`config.mk`:
```
export PLATFORM = sky130hd
export DESIGN_NAME = fifo_wr_arbiter
export DESIGN_NICKNAME = d
export VERILOG_FILES = /design/src/rtl/fifo_wr_arbiter.sv
export SDC_FILE = /design/constraint.sdc
export NUM_CORES = 1
export LEC_CHECK = 0
export CORE_UTILIZATION = 33
export CTS_BUF_LIST = sky130_fd_sc_hd__clkbuf_4 sky130_fd_sc_hd__clkbuf_8
export DETAILED_ROUTE_END_ITERATION = 8
export GPL_TIMING_DRIVEN = 0
export HOLD_SLACK_MARGIN = 0.15
export MAX_ROUTING_LAYER = met4
export PLACE_DENSITY_LB_ADDON = 0.08
export REMOVE_ABC_BUFFERS = 1
export SYNTH_ARGS = -nofsm -noshare
export SYNTH_HDL_FRONTEND = slang
export SYNTH_SLANG_ARGS = --single-unit
```
`constraint.sdc`:
```
create_clock -name clk -period 1.72 [get_ports clk]
set_clock_uncertainty 0.15 [all_clocks]
set_input_delay 0.258 -clock clk [delete_from_list [all_inputs] [get_ports clk]]
set_output_delay 0.258 -clock clk [all_outputs]
set_load 0.05 [all_outputs]
```
`src/rtl/fifo_wr_arbiter.sv`:
```
// ----------------------------------------------------------------------------
// fifo_wr_arbiter
//
// Round-robin write arbiter that lets NUM_REQ producers share the single write
// port of one sync_fifo. One producer is granted at a time for a burst of up
// to MAX_BURST beats. A grant is released early when the producer drops
// valid. Writes stall, and are never dropped, while the FIFO reports full.
//
// Handshake: a beat transfers on a cycle where req_valid[i] && req_ready[i].
// req_ready is at most one-hot. It can only be high for the granted
// requester, and only while fifo_full is low. A producer holds valid and data
// stable until it sees ready. Dropping valid while granted forfeits the rest
// of the burst.
//
// Configuration macro: FIFO_WR_ARB_TAG_EN
//   defined   : fifo_wr_data = {grant_id, payload} (FIFO_W = ID_W+DATA_WIDTH)
//   undefined : fifo_wr_data = payload             (FIFO_W = DATA_WIDTH)
//
// Ports:
//   clk           rising-edge clock
//   rst_n         asynchronous active-low reset
//   req_valid     per-requester valid                          [NUM_REQ]
//   req_data      packed payloads, requester i at [i*DATA_WIDTH +: DATA_WIDTH]
//   req_ready     per-requester accept (one-hot or zero)       [NUM_REQ]
//   fifo_full     sync_fifo full flag
//   fifo_wr_en    sync_fifo write enable
//   fifo_wr_data  sync_fifo write data                         [FIFO_W]
//   grant_vld     a grant is active (also the FSM state: 1 = GRANT)
//   grant_id      index of the granted requester               [ID_W]
// ----------------------------------------------------------------------------
module fifo_wr_arbiter #(
  parameter  int NUM_REQ    = 4,
  parameter  int DATA_WIDTH = 8,
  parameter  int MAX_BURST  = 4,
  localparam int ID_W       = $clog2(NUM_REQ),
`ifdef FIFO_WR_ARB_TAG_EN
  localparam int FIFO_W     = DATA_WIDTH + ID_W
`else
  localparam int FIFO_W     = DATA_WIDTH
`endif
) (
  input  logic                          clk,
  input  logic                          rst_n,
  input  logic [NUM_REQ-1:0]            req_valid,
  input  logic [NUM_REQ*DATA_WIDTH-1:0] req_data,
  output logic [NUM_REQ-1:0]            req_ready,
  input  logic                          fifo_full,
  output logic                          fifo_wr_en,
  output logic [FIFO_W-1:0]             fifo_wr_data,
  output logic                          grant_vld,
  output logic [ID_W-1:0]               grant_id
);

  localparam int CNT_W = $clog2(MAX_BURST + 1);

  typedef enum logic {
    IDLE  = 1'b0,
    GRANT = 1'b1
  } state_t;

  state_t            state;
  state_t            state_nxt;
  logic [ID_W-1:0]   rr_ptr;
  logic [CNT_W-1:0]  beat_cnt;

  logic              cur_valid;
  logic [DATA_WIDTH-1:0] cur_data;
  logic              beat;
  logic              release_grant;
  logic              any_valid;
  logic [ID_W-1:0]   win_id;
  logic [ID_W-1:0]   ptr_after;

  // Signals of the currently granted requester
  assign cur_valid = req_valid[grant_id];
  assign cur_data  = req_data[int'(grant_id)*DATA_WIDTH +: DATA_WIDTH];

  assign beat          = (state == GRANT) && cur_valid && !fifo_full;
  assign release_grant = (state == GRANT) &&
                         (!cur_valid || (beat && (beat_cnt == CNT_W'(MAX_BURST - 1))));

  // Explicit wrap compare so non-power-of-two NUM_REQ works
  assign ptr_after = (grant_id == ID_W'(NUM_REQ - 1)) ? '0 : grant_id + ID_W'(1);

  // Round-robin pick: scan offsets from high to low so the lowest offset from
  // rr_ptr (the first set bit searching upward) is the one left in win_id.
  always_comb begin
    int idx;
    idx       = 0;
    win_id    = '0;
    any_valid = 1'b0;
    for (int k = NUM_REQ - 1; k >= 0; k--) begin
      idx = int'(rr_ptr) + k;
      if (idx >= NUM_REQ) idx = idx - NUM_REQ;
      if (req_valid[idx[ID_W-1:0]]) begin
        win_id    = idx[ID_W-1:0];
        any_valid = 1'b1;
      end
    end
  end

  // FSM state register
  always_ff @(posedge clk or negedge rst_n) begin
    if (!rst_n) state <= IDLE;
    else        state <= state_nxt;
  end

  // FSM next-state logic
  always_comb begin
    state_nxt = state;
    case (state)
      IDLE:    if (any_valid)     state_nxt = GRANT;
      GRANT:   if (release_grant) state_nxt = IDLE;
      default:                    state_nxt = IDLE;
    endcase
  end

  // Grant bookkeeping: winner capture, beat counting, pointer advance on release
  always_ff @(posedge clk or negedge rst_n) begin
    if (!rst_n) begin
      rr_ptr   <= '0;
      grant_id <= '0;
      beat_cnt <= '0;
    end else begin
      case (state)
        IDLE: begin
          if (any_valid) begin
            grant_id <= win_id;
            beat_cnt <= '0;
          end
        end
        GRANT: begin
          if (release_grant) begin
            rr_ptr   <= ptr_after;
            beat_cnt <= '0;
          end else if (beat) begin
            beat_cnt <= beat_cnt + CNT_W'(1);
          end
        end
        default: ;
      endcase
    end
  end

  // FSM outputs: purely combinational, no registered data stage
  always_comb begin
    req_ready    = '0;
    fifo_wr_en   = 1'b0;
    fifo_wr_data = '0;
    grant_vld    = (state == GRANT);
    if (state == GRANT) begin
      req_ready[grant_id] = !fifo_full;
      if (beat) begin
        fifo_wr_en = 1'b1;
`ifdef FIFO_WR_ARB_TAG_EN
        fifo_wr_data = {grant_id, cur_data};
`else
        fifo_wr_data = cur_data;
`endif
      end
    end
  end

endmodule

```
==> flow_summary_export.csv <==
group,metric,value,unit
global_routing,grt_pass1_wl,4.63,mm
global_routing,antenna_found_initial,0,
sta,fin_ws,-397,ps
global_routing,grt_max_degree,11,
synth,synth_area_per_cell,10.5,um2
layout,num_antenna_cells,0,
clock_network,numCtsBuffers,3,
die,io_pins,55,
hold_path,min_path_type,"reg2reg",
layout,instances_no_fill,175,
synth,syn_inst,79,
synth,netlist_area,827,um2
synth,synth-seq-cells,8,
global_routing,grt_pass1_vias,974,
job,max_cap_viol_count,0,
worst_setup_path,start_kind,"flop",
place,placed_area,1370,um2
layout,seqCellArea,206,um2
synth,synth.area.top_cells,"mux4_2, dfrtp_1, ha_1, and3_1, and2_1",
clock_network,cts-root-buf,"clkbuf_4",
routing,ant_nets,0,
sta,hold_viol,0,
global_routing,track_usage,0.241,
routing,totalWireLength,2.94,mm
sta,finalSetupViolCount,20,
global_routing,busiest_layer,"met2",
sta,slew-limit-headroom,0.618,
layout,nNetsFinal,194,
die,fp.dieArea,2710,um2
layout,area_growth,104,%
synth,synth_cell_type_count,28,
sta,setup_tns,-4660,ps
place,dpl.cell_count,156,
layout,final_area,1690,um2
routing,routed-via-count,940,
layout,num-fill-cells,177,
routing,routedWlPerCell,16.8,um
routing,drc_errors,0,
sta,min_period,2120,ps
synth,synth.yosys.warnings,0,
clock_network,htree_levels,1,
layout,multi_input_area,682,um2
sta,rsz0062_at_grt,"yes",
power_and_ir_drop,powerDensity,1440,nW/um2
sta,max_slew.worst_pin.slew,568,ps
die,rows,17,
clock_network,cts.sinks,8,
routing,drtPass1Iterations,4,
clock_network,clockBufferDepth,2,
die,start_util,0.360,
die,die_h,52.1,um
place,place.gp.congestion,0.759,
outcome,outcome,"finished with violations",
place,dp_hpwl,1.84,mm
power_and_ir_drop,peakVddDrop,0.00113,V
sta,max_freq,472,MHz
worst_setup_path,worstSetupPathType,"reg2out",
worst_setup_path,cp.required,1310,ps
global_routing,use_met1,0.290,
clock_network,cts_tree,"yes",
sta,timing.final.crit_share,1.23,
clock_network,clkTransAtPathRegs,50,ps
layout,drive_above_1_share,0.476,
global_routing,grt.met3_usage,0.0643,
clock_network,clock_latency,250,ps
global_routing,use_met2,0.393,
worst_setup_path,crit_path_end_kind,"primary output",
synth,yosysTopAreaCell,"mux4_2",
worst_setup_path,cp.arrival,1710,ps
routing,drt_iter0_drc,17,
routing,viasPerCell,5.37,
die,core-area,2300,um2
power_and_ir_drop,power_leakage,0.723,nW
place,io_buffers,54,
die,die_x,52.1,um
sta,drv_slew,0,
worst_setup_path,crit_fanout,6,
outcome,violations,"negative setup slack",
synth,ys_seq_area_frac,0.242,
synth,synth_top_area_share,0.245,
global_routing,gr-total-overflow,0,
## registers in the layout, summed over array words and instances (netlist names)
name       cells
rr_ptr         2
beat_cnt       3
grant_vld      1
grant_id       2
## power by group
group	switching (mW)	internal, mW
registers	0.125	0.275
clock network	0.0595	0.0796
logic	0.916	0.981
total	1.10	1.34
## per-stage QoR
stage | utilization | hold WS [ps] | total power [mW] | setup slack, ps
floorplan | - | -188 | 1.32 | -621
global placement | 0.598 | 324 | 1.74 | -1200
detailed placement | 0.598 | 331 | 1.76 | -1200
CTS | 0.709 | 340 | 2.31 | -384
global route | 0.735 | 380 | 2.60 | -442
finish | 0.735 | 355 | 2.44 | -397
## cell type report
class                      count  share of cell area
clock buffer                   3              0.0133
inverter                       5              0.0111
multi-input combinational     62               0.404
sequential                     8               0.122
tap                           28              0.0208
timing repair buffer          69               0.428
## path summary, 6_finish.rpt
| path | start | to | slack [ps] | cells past startpoint |
|---|---|---|---|---|
| max in group asynchronous | rst_n | grant_id[0] | 450 | 2 |
| hold reg to reg | beat_cnt[2] | beat_cnt[2] | 360 | 2 |
| min in group asynchronous | rst_n | rr_ptr[0] | 680 | 2 |
| hold / removal | beat_cnt[2] | beat_cnt[2] | 360 | 2 |
| setup / recovery | grant_id[0] | fifo_wr_data[5] | -400 | 4 |
| setup reg to reg | grant_id[0] | beat_cnt[1] | -190 | 5 |
## synth_stat cells, drive strengths merged
| master | count |
|---|---|
| buf | 4 |
| a21boi | 1 |
| a32o | 3 |
| ha | 6 |
| and3 | 8 |
| nand3 | 1 |
| o21ai | 4 |
| nand2 | 7 |
| mux2 | 2 |
| nor4 | 1 |
| and2 | 5 |
| mux4 | 9 |
| clkbuf | 1 |
| a21oi | 3 |
| inv | 5 |
| dfrtp | 8 |
| a22o | 1 |
| nor2 | 2 |
| nor2b | 2 |
| o41ai | 1 |
| o31ai | 1 |
| nand2b | 4 |
## critical path, cell delays in order, from the launching register on
cell     delay (ps)
dfrtp_4         530
buf_6           150
mux4_2          400
and3_4          230
buf_6           150
## cell usage in the layout, fill, tap and decap left out, types with 3 or more instances in the layout
cell,instances
dfrtp_1,5
nand2_2,4
inv_1,3
buf_8,4
and2_4,3
a32o_1,3
clkdlybuf4s50_1,34
ha_1,5
and3_4,8
buf_6,14
buf_4,7
nand2b_1,4
a21oi_1,3
dlygate4sd2_1,5
mux4_2,10
clkbuf_4,4
## routing by layer
metal  vias to the layer above  routed length (um)
li1                        439                   -
met1                       448                1140
met2                        47                1480
met3                         6                 268
met4                         0                  44
met5                         -                   0
## logic make-up (layout without fill, tap and decap cells)
family,Yosys count,after routing,share of synthesized area
DFF,8,8,0.242
buffers and inverters,10,77,0.0575
and+or+nand+nor,30,30,0.215
AOI/OAI and AO/OA,14,14,0.118
muxes,11,12,0.277
adders and majority gates,6,6,0.0908
## repair_timing
item / 4_1_cts / 5_1_grt
hold buffers: 1 / 0
cloned: 1 / 0
pin swaps: 6 / 10
endpoints found under the setup margin: 22 / 20
buffers inserted: 12 / 3
hold endpoints to repair: 8 / 0
gates resized for setup: 129 / 14
(Power assumes the default switching activity.)
